<file path="src/rtl/spi_sub_sync.sv">
// -----------------------------------------------------------------------------
// spi_sub_sync
//
// SPI responder (sub) for SPI mode 0 (CPOL=0, CPHA=0). It runs on the system
// clock and oversamples sclk, cs and mosi through flip-flop synchronizers.
// Words are WIDTH bits long and travel MSB-first. Several words may follow
// each other inside one cs frame.
//
// Transmit handshake (clk domain):
//   ready=1 means the one-word holding buffer is empty. A 1-cycle load strobe
//   captures data_in into the buffer and drops ready on the next edge. Loading
//   while ready=0 overwrites the pending word. At the start of each word the
//   buffer is consumed: the pending word is used if ready=0, otherwise
//   IDLE_TX, and ready returns to 1. If load and consume coincide, load wins:
//   the old pending word is shifted out and the new one stays pending.
//   done is a 1-cycle pulse marking that data_out holds a newly completed word.
//
// Ports:
//   clk       system clock
//   reset     asynchronous active-low reset
//   data_in   word to transmit on miso
//   load      1-cycle strobe; captures data_in into the holding buffer
//   data_out  last complete word received on mosi
//   ready     1 = holding buffer empty
//   done      1-cycle pulse: word complete, data_out updated
//   sclk      SPI clock from the main; asynchronous to clk
//   cs        chip select, active-low
//   mosi      main-out serial data
//   miso      sub-out serial data
//
// Optional feature:
//   SPI_SUB_SYNC_MISO_TRI_EN -- when defined, miso is released (1'bz) while the
//   block is idle, which lets several subs share one miso line. When it is
//   not defined, miso is driven 0 while idle.
//
// Debug: the FSM state is held in state_q (type state_t).
// -----------------------------------------------------------------------------
`timescale 1ns/1ps

module spi_sub_sync #(
    parameter int               WIDTH       = 8,
    parameter int               SYNC_STAGES = 2,
    parameter logic [WIDTH-1:0] IDLE_TX     = 8'hFF
) (
    input  logic             clk,
    input  logic             reset,
    input  logic [WIDTH-1:0] data_in,
    input  logic             load,
    output logic [WIDTH-1:0] data_out,
    output logic             ready,
    output logic             done,
    input  logic             sclk,
    input  logic             cs,
    input  logic             mosi,
    output logic             miso
);

    localparam int               CNT_W    = $clog2(WIDTH);
    localparam logic [CNT_W-1:0] LAST_BIT = CNT_W'(WIDTH - 1);

    typedef enum logic {
        IDLE  = 1'b0,
        SHIFT = 1'b1
    } state_t;

    state_t state_q;
    state_t state_d;

    // Synchronizers. The cs chain resets high, so a cs already held low when
    // reset is released still shows up as a falling edge.
    logic [SYNC_STAGES-1:0] sclk_sync;
    logic [SYNC_STAGES-1:0] cs_sync;
    logic [SYNC_STAGES-1:0] mosi_sync;
    logic                   sclk_prev;
    logic                   cs_prev;

    logic s_sclk;
    logic s_cs;
    logic s_mosi;
    logic sclk_rise;
    logic sclk_fall;
    logic cs_fall;

    // Datapath registers
    logic [WIDTH-2:0] rx_shift;
    logic [WIDTH-1:0] rx_next;
    logic [WIDTH-1:0] tx_shift;
    logic [WIDTH-1:0] hold_buf;
    logic [CNT_W-1:0] bit_cnt;
    logic             reload;

    // FSM control strobes
    logic start;      // frame start: consume and clear the counter
    logic consume;    // load tx_shift from the holding buffer (or IDLE_TX)
    logic shift_rx;   // sample mosi on an sclk rise
    logic word_end;   // the sampled bit completes a word
    logic shift_tx;   // advance tx_shift on an sclk fall
    logic leave;      // cs went high: abandon the frame

    always_ff @(posedge clk or negedge reset) begin
        if (!reset) begin
            sclk_sync <= '0;
            cs_sync   <= '1;
            mosi_sync <= '0;
            sclk_prev <= 1'b0;
            cs_prev   <= 1'b1;
        end else begin
            sclk_sync <= {sclk_sync[SYNC_STAGES-2:0], sclk};
            cs_sync   <= {cs_sync[SYNC_STAGES-2:0], cs};
            mosi_sync <= {mosi_sync[SYNC_STAGES-2:0], mosi};
            sclk_prev <= s_sclk;
            cs_prev   <= s_cs;
        end
    end

    assign s_sclk    = sclk_sync[SYNC_STAGES-1];
    assign s_cs      = cs_sync[SYNC_STAGES-1];
    assign s_mosi    = mosi_sync[SYNC_STAGES-1];
    assign sclk_rise = s_sclk & ~sclk_prev;
    assign sclk_fall = ~s_sclk & sclk_prev;
    assign cs_fall   = ~s_cs & cs_prev;
    assign rx_next   = {rx_shift, s_mosi};

    // FSM state register
    always_ff @(posedge clk or negedge reset) begin
        if (!reset) begin
            state_q <= IDLE;
        end else begin
            state_q <= state_d;
        end
    end

    // FSM next state and strobes. cs going high takes priority over any
    // sclk edge seen in the same cycle.
    always_comb begin
        state_d  = state_q;
        start    = 1'b0;
        consume  = 1'b0;
        shift_rx = 1'b0;
        word_end = 1'b0;
        shift_tx = 1'b0;
        leave    = 1'b0;
        case (state_q)
            IDLE: begin
                if (cs_fall) begin
                    start   = 1'b1;
                    consume = 1'b1;
                    state_d = SHIFT;
                end
            end
            SHIFT: begin
                if (s_cs) begin
                    leave   = 1'b1;
                    state_d = IDLE;
                end else if (sclk_rise) begin
                    shift_rx = 1'b1;
                    word_end = (bit_cnt == LAST_BIT);
                end else if (sclk_fall) begin
                    if (reload) begin
                        consume = 1'b1;
                    end else begin
                        shift_tx = 1'b1;
                    end
                end
            end
            default: begin
                state_d = IDLE;
            end
        endcase
    end

    // Datapath
    always_ff @(posedge clk or negedge reset) begin
        if (!reset) begin
            rx_shift <= '0;
            tx_shift <= '0;
            hold_buf <= IDLE_TX;
            ready    <= 1'b1;
            bit_cnt  <= '0;
            reload   <= 1'b0;
            data_out <= '0;
            done     <= 1'b0;
        end else begin
            done <= 1'b0;

            if (start || leave) begin
                // A partial word is dropped and a pending reload is forgotten.
                bit_cnt <= '0;
                reload  <= 1'b0;
            end else if (shift_rx) begin
                rx_shift <= rx_next[WIDTH-2:0];
                if (word_end) begin
                    data_out <= rx_next;
                    done     <= 1'b1;
                    bit_cnt  <= '0;
                    reload   <= 1'b1;
                end else begin
                    bit_cnt <= bit_cnt + 1'b1;
                end
            end else if (consume) begin
                reload <= 1'b0;
            end

            // The next word's MSB is loaded on the fall that ends the
            // previous word, so it is on miso before the main samples it.
            if (consume) begin
                tx_shift <= ready ? IDLE_TX : hold_buf;
            end else if (shift_tx) begin
                tx_shift <= {tx_shift[WIDTH-2:0], 1'b0};
            end

            if (load) begin
                hold_buf <= data_in;
                ready    <= 1'b0;
            end else if (consume) begin
                ready <= 1'b1;
            end
        end
    end

`ifdef SPI_SUB_SYNC_MISO_TRI_EN
    assign miso = (state_q == SHIFT) ? tx_shift[WIDTH-1] : 1'bz;
`else
    assign miso = (state_q == SHIFT) ? tx_shift[WIDTH-1] : 1'b0;
`endif

endmodule

</file>
<file path="config.mk">
export PLATFORM = sky130hd
export DESIGN_NAME = spi_sub_sync
export DESIGN_NICKNAME = d
export VERILOG_FILES = /design/src/rtl/spi_sub_sync.sv
export SDC_FILE = /design/constraint.sdc
export NUM_CORES = 1
export LEC_CHECK = 0
export ABC_AREA = 1
export BUFFER_PORTS_ARGS = -buffer_cell sky130_fd_sc_hd__buf_2
export CORE_UTILIZATION = 50
export DETAILED_ROUTE_END_ITERATION = 8
export PLACE_DENSITY = 0.74
export SETUP_SLACK_MARGIN = 0.02
export SLEW_MARGIN = 5
export SYNTH_ARGS = -nofsm -noshare
export SYNTH_HDL_FRONTEND = slang
export SYNTH_SLANG_ARGS = --single-unit
</file>
<file path="constraint.sdc">
create_clock -name clk -period 1.3 [get_ports clk]
set_input_delay 0.195 -clock clk [delete_from_list [all_inputs] [get_ports clk]]
set_output_delay 0.195 -clock clk [all_outputs]
set_load 0.01 [all_outputs]
</file>
==> qor.csv, run 1 <==
metric,value,unit
cts.clk_slew.worst_paths,80,ps
dpl.cell_count,268,
setup_viol_count_final,0,
grt_use_met2,27.7,%
final_util,69.5,%
ioPinCount,25,
cts_tree,built,
cts.sinks,46,
cp.required,1110,ps
dpl.hpwl,2.13,mm
num_rows,21,
grt_util_met3,5.29,%
track_usage,17.8,%
grt_pass1_vias,1266,
htreeDepth,2,
worst_pin_slew,235,ps
max-vdd-ir-drop,0.709,mV
crit_arrival,1020,ps
vias,1386,
top_usage_layer,met2,
via_per_inst,4.88,
synth_cell_types,19,
grt_max_degree,47,
cp-end-kind,primary output,
power_density,1280,nW/um^2
p_leak,1.24,nW
firstDrtPassIters,3,
fillers,265,
fp.dieH,62.9,um
antenna_found_initial,0,
core_area,3440,um^2
ctsLongestPathBuffers,2,
total_power,3.06,mW
drt-initial-drc-count,36,
antenna_cells,0,
die_w,62.9,um
wirelength,3.27,mm
fin_crit_sh,93.8,%
clock_latency,290,ps
final_layout_size_suffix_gt1_share,35.7,%
rsz0062_at_grt,true,
drv_cap,0,
grt_pass1_wl,5.51,mm
dieArea,3960,um^2
start_kind,flip-flop,
wl_per_cell,11.5,um
synth_nets,204,
fmax,0.820,GHz
grt_remaining_overflow,0,
nets,253,
fin_setup_tns,0,ps
drcViolationCount,0,
ys_seq_area_share,62.9,%
min_period,1220,ps
cts-root-buf,clkbuf_8,
netlist_instances,188,
cp_max_fo,2,
final_cells,284,
outcome,finished clean,
syn2layout_area_growth,28.9,%
cts_buffers,5,
path_class,reg2out,
initial_utilization,53.9,%
ys_ff_latch,46,
slew_headroom,84.4,%
postRouteAntennaNets,0,
met1_usage,23.8,%
synth_area,1850,um^2
finClkSkew,7.94,ps
port_buffers,24,
hp-class,in2reg,
maxSlewViolCount,0,
synth_area_per_cell,9.86,um^2
place_congestion,0.743,
hold_violations,0,
yosysWarnings,0,
-- critical path, cell delays in order, from the launching register on --
cell     delay [ps]
dfrtp_1         400
buf_4           140
nand2_1          50
inv_1            30
buf_2           120
-- cells in the final DEF, fill, tap and decap left out, types with 2 or more instances in the layout --
master         synthesis  final
nor2_2                 0      2
inv_2                  1      2
buf_4                  0     12
nand2_1               55     51
clkinv_2               0      2
o21ai_2                6      6
o21ai_0               15     15
buf_6                  2      3
inv_1                 23     21
nand3_1               25     25
buf_12                 0      2
dfrtp_1               34     34
buf_2                  0     24
dfstp_2               12     12
clkbuf_8               0      5
nor2_1                 4      2
nand2_2                1      4
dlygate4sd3_1          0      4
-- registers in the layout (all words and copies together), names as in the netlist, 2 cells and up --
register   cells
bit_cnt        3
cs_sync        2
data_out       8
hold_buf       8
mosi_sync      2
rx_shift       7
sclk_sync      2
tx_shift       8
-- cell families after synthesis --
kind of cell | after synthesis | synth area share (%)
AO/OA/AOI/OAI | 23 | 7.56
flip-flops | 46 | 62.9
adder cells (fa/ha/maj) | 2 | 1.35
buffers and inverters | 28 | 6.48
multiplexers | 1 | 0.607
AND/OR/NAND/NOR | 88 | 21.1
-- cells in the mapped netlist, drive strengths merged --
library cell	count	share of area, %
o21ai	21	6.9
o31ai	1	0.41
buf	2	1.2
dfrtp	34	46
mux2	1	0.61
ha	2	1.3
nor2	5	1.4
a21oi	1	0.27
inv	24	4.9
nand3	27	8.2
nand2	56	11
clkbuf	2	0.41
dfstp	12	17
-- metal layers --
layer / part of all wire, % / routed length (um) / vias up
met5: 0 / 0 / -
met4: 0.21 / 7 / 0
met3: 3.1 / 100 / 2
met2: 49 / 1590 / 17
met1: 48 / 1570 / 675
li1: - / - / 692
-- report_power, final --
| group | leakage (nW) | total [mW] | internal (mW) | switching [mW] |
|---|---|---|---|---|
| Combinational | 0.617 | 0.382 | 0.163 | 0.219 |
| Clock | 0.0579 | 1.01 | 0.565 | 0.447 |
| Sequential | 0.569 | 1.66 | 1.59 | 0.0699 |
| Total | 1.24 | 3.06 | 2.32 | 0.735 |
-- path summary, 6_finish.rpt --
| kind | start | endpoint | slack [ps] | cells past startpoint |
|---|---|---|---|---|
| max | state_q$_DFF_PN0_ | miso | 80 | 4 |
| min | data_in[5] | hold_buf[5]$_DFFE_PN1P_ | 110 | 3 |
| max reg2reg | bit_cnt[0]$_DFFE_PN0P_ | bit_cnt[0]$_DFFE_PN0P_ | 80 | 4 |
| min reg2reg | mosi_sync[0]$_DFF_PN0_ | mosi_sync[1]$_DFF_PN0_ | 360 | 0 |
| max in group asynchronous | reset | hold_buf[2]$_DFFE_PN1P_ | 630 | 3 |
| min in group asynchronous | reset | state_q$_DFF_PN0_ | 400 | 3 |
-- final cells by class --
cell class	instances	area [um^2]	area share [%]
Clock buffer	5	68.8	2.88
Timing Repair Buffer	46	349	14.6
Inverter	24	92.6	3.87
Clock inverter	3	40.0	1.67
Tap cell	46	57.6	2.41
Sequential cell	46	1170	48.8
Multi-Input combinational cell	114	617	25.8
-- repair_timing --
item                                    4_1_cts  5_1_grt
pin swaps                                     0        3
cloned                                        0        1
resized for setup                             1       17
hold buffers                                  4        0
endpoints found under the hold margin        37        0
endpoints found under the setup margin        1       20
setup buffers                                 0        3
-- stage by stage --
| stage | worst slack [ps] | cell area, um^2 | hold WS [ps] |
|---|---|---|---|
| floorplan | 49.7 | 1850 | -101 |
| CTS | 20.4 | 2290 | 103 |
| finish | 80.4 | 2390 | 112 |
| global route | -0.126 | 2390 | 118 |
| global placement | 68.0 | 2130 | 196 |
| detailed placement | 39.4 | 2130 | 191 |
(Power assumes the default switching activity.)
==> run 2, diff against run 1 <==
Settings changed: CORE_MARGIN set to 4, RECOVER_POWER set to 100.
==> run 2 against run 1 <==
Effect of this change:
- die area rose by 20%
- highest routed layer unchanged
- non-clock buffer count increased by 2
- combinational power grew 5%
- critical path depth up 2
- clock power barely moved
- register-to-register slack hardly changed
- via count fell by 0.36%
- clock-buffer cell count up 1
- core utilization is 0.74 points lower
- first-iteration DRC count increased by 120%
- clock skew rose by 0.56 ps
- fmax down 1.0%
==> qor.csv, run 2 (synthesis gave the netlist of run 1 again) <==
metric,value,unit,change
outcome,finished clean,,
nets,256,,+1.2%
dpl.cell_count,270,,+0.75%
final_cells,287,,+1.1%
cts.sinks,46,,unchanged
cp_max_fo,4,,+2
antenna_found_initial,0,,unchanged
postRouteAntennaNets,0,,unchanged
whs,101,ps,-10.9 ps
grt_use_met2,25.5,%,-2.2 points
syn2layout_area_growth,28.5,%,
cts-root-buf,clkbuf_8,,
grt_pass1_wl,5.76,mm,+4.5%
min_period,1230,ps,+12.4 ps
grt_remaining_overflow,0,,unchanged
worst_pin_slew,399,ps,+165 ps
fmax,0.812,GHz,-1.0%
dpl.hpwl,2.32,mm,+8.8%
final_common_cell,nand2_1,,
fp.dieH,68.9,um,+9.5%
wl_per_cell,11.7,um,+1.5%
total_power,3.08,mW,+0.95%
firstDrtPassIters,4,,+1
core_area,3470,um^2,+0.76%
start_kind,flip-flop,,
maxSlewViolCount,0,,unchanged
cp-end-kind,flip-flop,,
ioPinCount,25,,unchanged
dieArea,4750,um^2,+20%
drt-initial-drc-count,80,,+120%
grt_util_met3,5.19,%,-0.11 points
crit_buf_inv,1,,-2
cts.clk_slew.worst_paths,80,ps,about the same
drcViolationCount,0,,unchanged
port_buffers,24,,unchanged
grt_pass1_vias,1325,,+4.7%
drv_cap,0,,unchanged
power_density,1290,nW/um^2,+1.3%
crit_arrival,1440,ps,+420 ps
clock_latency,300,ps,about the same
cts_tree,built,,
cp_cell_sequence,"inv_1, nand2_2, nand2_4, nand2_1, nand3_1, o31ai_4",,
p_leak,1.19,nW,-4.2%
num_rows,21,,unchanged
cp.required,1510,ps,+400 ps
finClkSkew,8.50,ps,+0.563 ps
antenna_cells,0,,unchanged
max_stage_delay,590,ps,+190 ps
path_class,reg2reg,,
crit_slowest_cell,dfstp_2,,
fillers,284,,+7.2%
htreeDepth,2,,unchanged
met1_usage,22.0,%,-1.9 points
track_usage,17.0,%,-0.72 points
top_usage_layer,met2,,
grt_max_degree,25,,-47%
multi_input_area,634,um^2,+2.8%
die_w,68.9,um,+9.5%
hp-class,in2reg,,
fin_crit_sh,94.8,%,+0.96 points
r2r_slack,70,ps,about the same
top_regs,"data_out: 8 flops, hold_buf: 8 flops, tx_shift: 8 flops",,
max-vdd-ir-drop,0.863,mV,+22%
cts_buffers,5,,unchanged
rsz0062_at_grt,true,,
initial_utilization,53.5,%,-0.41 points
wirelength,3.35,mm,+2.6%
final_layout_size_suffix_gt1_share,29.9,%,-5.8 points
setup_viol_count_final,0,,unchanged
place_congestion,0.804,,+8.3%
critPathTopFamily,flip-flops,,
slew_headroom,73.4,%,-11 points
via_per_inst,4.81,,-1.4%
hold_violations,0,,unchanged
layout.area.seq,1170,um^2,unchanged
vias,1381,,-0.36%
layout_common_cells,"nand2_1 (51), dfrtp_1 (34), nand3_1 (25)",,
ctsLongestPathBuffers,2,,unchanged
## run 2: layout make-up
cell class / instances / area share (%)
sequential: 46 / 48.9
multi-input combinational: 115 / 26.6
timing repair buffer: 48 / 13.5
inverter: 24 / 3.88
clock buffer: 6 / 3.04
tap: 46 / 2.41
clock inverter: 2 / 1.57
## run 2: through the flow
stage | util, % | setup slack [ps] | setup TNS (ps) | instance area [um^2]
global placement | 62.3 | 5.63 | 0 | 2160
detailed placement | 62.3 | -20.9 | -98.8 | 2160
finish | 68.7 | 68.0 | 0 | 2380
floorplan | - | 49.7 | 0 | 1850
CTS | 67.1 | 33.1 | 0 | 2330
global route | 68.7 | 4.64 | 0 | 2380
## run 2: worst paths after layout
check,end,startpoint,cells after the start
worst max register to register,bit_cnt[0]$_DFFE_PN0P_,cs_sync[1]$_DFF_PN1_,6
worst min register to register,mosi_sync[1]$_DFF_PN0_,mosi_sync[0]$_DFF_PN0_,0
max in group asynchronous,hold_buf[5]$_DFFE_PN1P_,reset,3
min in group asynchronous,tx_shift[4]$_DFFE_PN0P_,reset,2
worst min-delay path,hold_buf[6]$_DFFE_PN1P_,data_in[6],3
worst max-delay path,bit_cnt[0]$_DFFE_PN0P_,cs_sync[1]$_DFF_PN1_,6
## run 2: worst reg2reg max path, cell delays in order (launching register included)
cell and delay, ps:
dfstp_2 590, inv_1 60, nand2_2 90, nand2_4 70, nand2_1 130, nand3_1 130, o31ai_4 80
## run 2: what timing repair did
item	in CTS	in global routing
hold buffers	4	0
endpoints found under the setup margin	14	19
pin swaps	1	5
buffers inserted	0	4
resized for setup	5	17
gates cloned	0	1
endpoints found under the hold margin	13	0
## run 2: power by group
group / internal, mW / total (mW) / leakage, nW / switching [mW]
Sequential: 1.59 / 1.66 / 0.569 / 0.0697
Combinational: 0.173 / 0.400 / 0.571 / 0.227
Clock: 0.573 / 1.02 / 0.0514 / 0.452
Total: 2.34 / 3.08 / 1.19 / 0.748
## run 2: layer usage
| metal | vias up | share of wire (%) |
|---|---|---|
| met5 | - | 0 |
| met1 | 644 | 47 |
| met2 | 31 | 45 |
| li1 | 699 | - |
| met4 | 0 | 2.5 |
| met3 | 7 | 5.4 |
==> run 3, diff against run 2 <==
Settings changed: CORE_UTILIZATION 50 to 56, PLACE_DENSITY 0.74 to 0.78.
Clock period 1.3 ns to 1.36 ns, I/O delays scaled along.
==> run 3 against run 2 <==
Effect of this change:
- sequential share of layout area is 4.5 points higher
- final area shrank 8.5%
- register-to-register slack barely moved
- clock-buffer cell count down 1
- clock skew increased by 6.5 ps
- flip-flop and latch count unchanged
- worst setup slack better by 5.1 ps
- total power shrank 16%
- first-iteration DRC count grew 68%
- worst hold slack lost 77 ps
- critical endpoint is now tx_shift[6]$_DFFE_PN0P_
- largest power group unchanged
==> qor.csv, run 3 (synthesis gave the netlist of run 1 again) <==
metric,value,unit,change
place_congestion,0.740,,-8.0%
finClkSkew,15.0,ps,+6.46 ps
fin_crit_sh,94.6,%,-0.15 points
setup_viol_count_final,0,,unchanged
maxSlewViolCount,0,,unchanged
hold_violations,0,,unchanged
cp-end-kind,flip-flop,,
ctsLongestPathBuffers,2,,unchanged
cts.clk_slew.worst_paths,140,ps,+60 ps
wirelength,3.38,mm,+0.99%
antenna_cells,0,,unchanged
worst_pin_slew,565,ps,+166 ps
ioPinCount,25,,unchanged
dpl.hpwl,2.44,mm,+5.2%
syn2layout_area_growth,17.6,%,
port_buffers,24,,unchanged
cp_max_fo,7,,+3
drcViolationCount,0,,unchanged
crit_arrival,1550,ps,+110 ps
outcome,finished clean,,
fillers,245,,-14%
grt_pass1_wl,6.15,mm,+6.8%
die_w,65.5,um,-4.9%
final_common_cell,nand2_1,,
cts.sinks,46,,unchanged
postRouteAntennaNets,0,,unchanged
clock_latency,370,ps,+70 ps
cp.required,1620,ps,+110 ps
initial_utilization,59.8,%,+6.3 points
path_class,reg2reg,,
max-vdd-ir-drop,0.817,mV,-5.3%
htreeDepth,2,,unchanged
dieArea,4300,um^2,-9.5%
fp.dieH,65.5,um,-4.9%
top_regs,"data_out: 8 flops, hold_buf: 8 flops, tx_shift: 8 flops",,
grt_remaining_overflow,0,,unchanged
drt-initial-drc-count,134,,+68%
slew_headroom,62.3,%,-11 points
cts_tree,built,,
fmax,0.777,GHz,-4.3%
cts_buffers,5,,unchanged
nets,245,,-4.3%
p_leak,1.10,nW,-7.8%
power_density,1180,nW/um^2,-8.7%
layout_common_cells,"nand2_1 (53), dfrtp_1 (34), nand3_1 (25)",,
wl_per_cell,12.3,um,+5.8%
antenna_found_initial,0,,unchanged
start_kind,flip-flop,,
grt_max_degree,26,,+4.0%
whs,24.6,ps,-76.9 ps
min_period,1290,ps,+54.9 ps
final_layout_size_suffix_gt1_share,26.1,%,-3.8 points
hp-class,in2reg,,
via_per_inst,4.95,,+2.9%
track_usage,19.2,%,+2.1 points
core_area,3100,um^2,-11%
total_power,2.58,mW,-16%
num_rows,20,,-4.8%
drv_cap,0,,unchanged
firstDrtPassIters,5,,+1
grt_pass1_vias,1422,,+7.3%
cts-root-buf,clkbuf_4,,
vias,1357,,-1.7%
[run 3: changes by cell type in the layout (fill, tap and decap cells not counted), sizes merged]
cell | before | now
nand2 | 57 | 56
bufinv | 1 | 0
clkbuf | 21 | 18
buf | 29 | 21
clkinv | 0 | 2
[run 3: final cells by class]
type / instances / area, um^2 / share of cell area [%]
Clock buffer: 5 / 37.5 / 1.72
Clock inverter: 3 / 21.3 / 0.975
Inverter: 24 / 90.1 / 4.13
Multi-Input combinational cell: 114 / 588 / 27.0
Sequential cell: 46 / 1170 / 53.5
Tap cell: 44 / 55.1 / 2.52
Timing Repair Buffer: 38 / 223 / 10.2
[run 3: worst max-delay path, cell delays in order (launching register included)]
cell,delay (ps)
dfstp_2,600
inv_1,50
nand2_1,100
nand2_2,100
buf_4,170
nand3_1,80
nand3_1,80
[run 3: path summary, 6_finish.rpt]
check | slack, ps | from | endpoint | depth (start not counted)
setup / recovery | 70 | cs_sync[1]$_DFF_PN1_ | tx_shift[6]$_DFFE_PN0P_ | 6
hold / removal | 20 | data_in[6] | hold_buf[6]$_DFFE_PN1P_ | 3
setup reg to reg | 70 | cs_sync[1]$_DFF_PN1_ | tx_shift[6]$_DFFE_PN0P_ | 6
hold reg to reg | 370 | cs_sync[0]$_DFF_PN1_ | cs_sync[1]$_DFF_PN1_ | 0
max in group asynchronous | 200 | reset | hold_buf[2]$_DFFE_PN1P_ | 3
min in group asynchronous | 330 | reset | sclk_sync[0]$_DFF_PN0_ | 2
[run 3: where the power goes]
group / total (mW) / switching (mW) / internal (mW)
Sequential: 1.59 / 0.0709 / 1.52
Clock: 0.654 / 0.452 / 0.201
Combinational: 0.333 / 0.203 / 0.130
Total: 2.58 / 0.727 / 1.85
[run 3: metrics by stage]
stage | cell area, um^2 | setup WS, ps | cells | utilization, % | setup TNS (ps)
3_3_place_gp | 2060 | 52.7 | 259 | 66.5 | 0
3_5_place_dp | 2060 | -24.0 | 259 | 66.5 | -24.0
5_1_grt | 2180 | -3.94 | 274 | 70.3 | -3.94
6_report | 2180 | 73.1 | 274 | 70.3 | 0
2_1_floorplan | 1850 | 110 | 188 | - | 0
4_1_cts | 2170 | 23.2 | 272 | 70.0 | 0
[run 3: timing repair]
item / CTS / global route
endpoints found under the hold margin: 39 / 0
pin swaps: 0 / 1
gates resized for setup: 1 / 8
setup buffers: 1 / 2
hold buffers: 4 / 0
endpoints found under the setup margin: 11 / 18
[run 3: layer usage]
metal / vias up / part of all wire [%] / track usage, %
met5: - / 0 / 0
li1: 675 / - / -
met4: 0 / 2.3 / 9.59
met1: 647 / 45 / 24.2
met2: 29 / 49 / 30.7
met3: 6 / 4.0 / 4.62
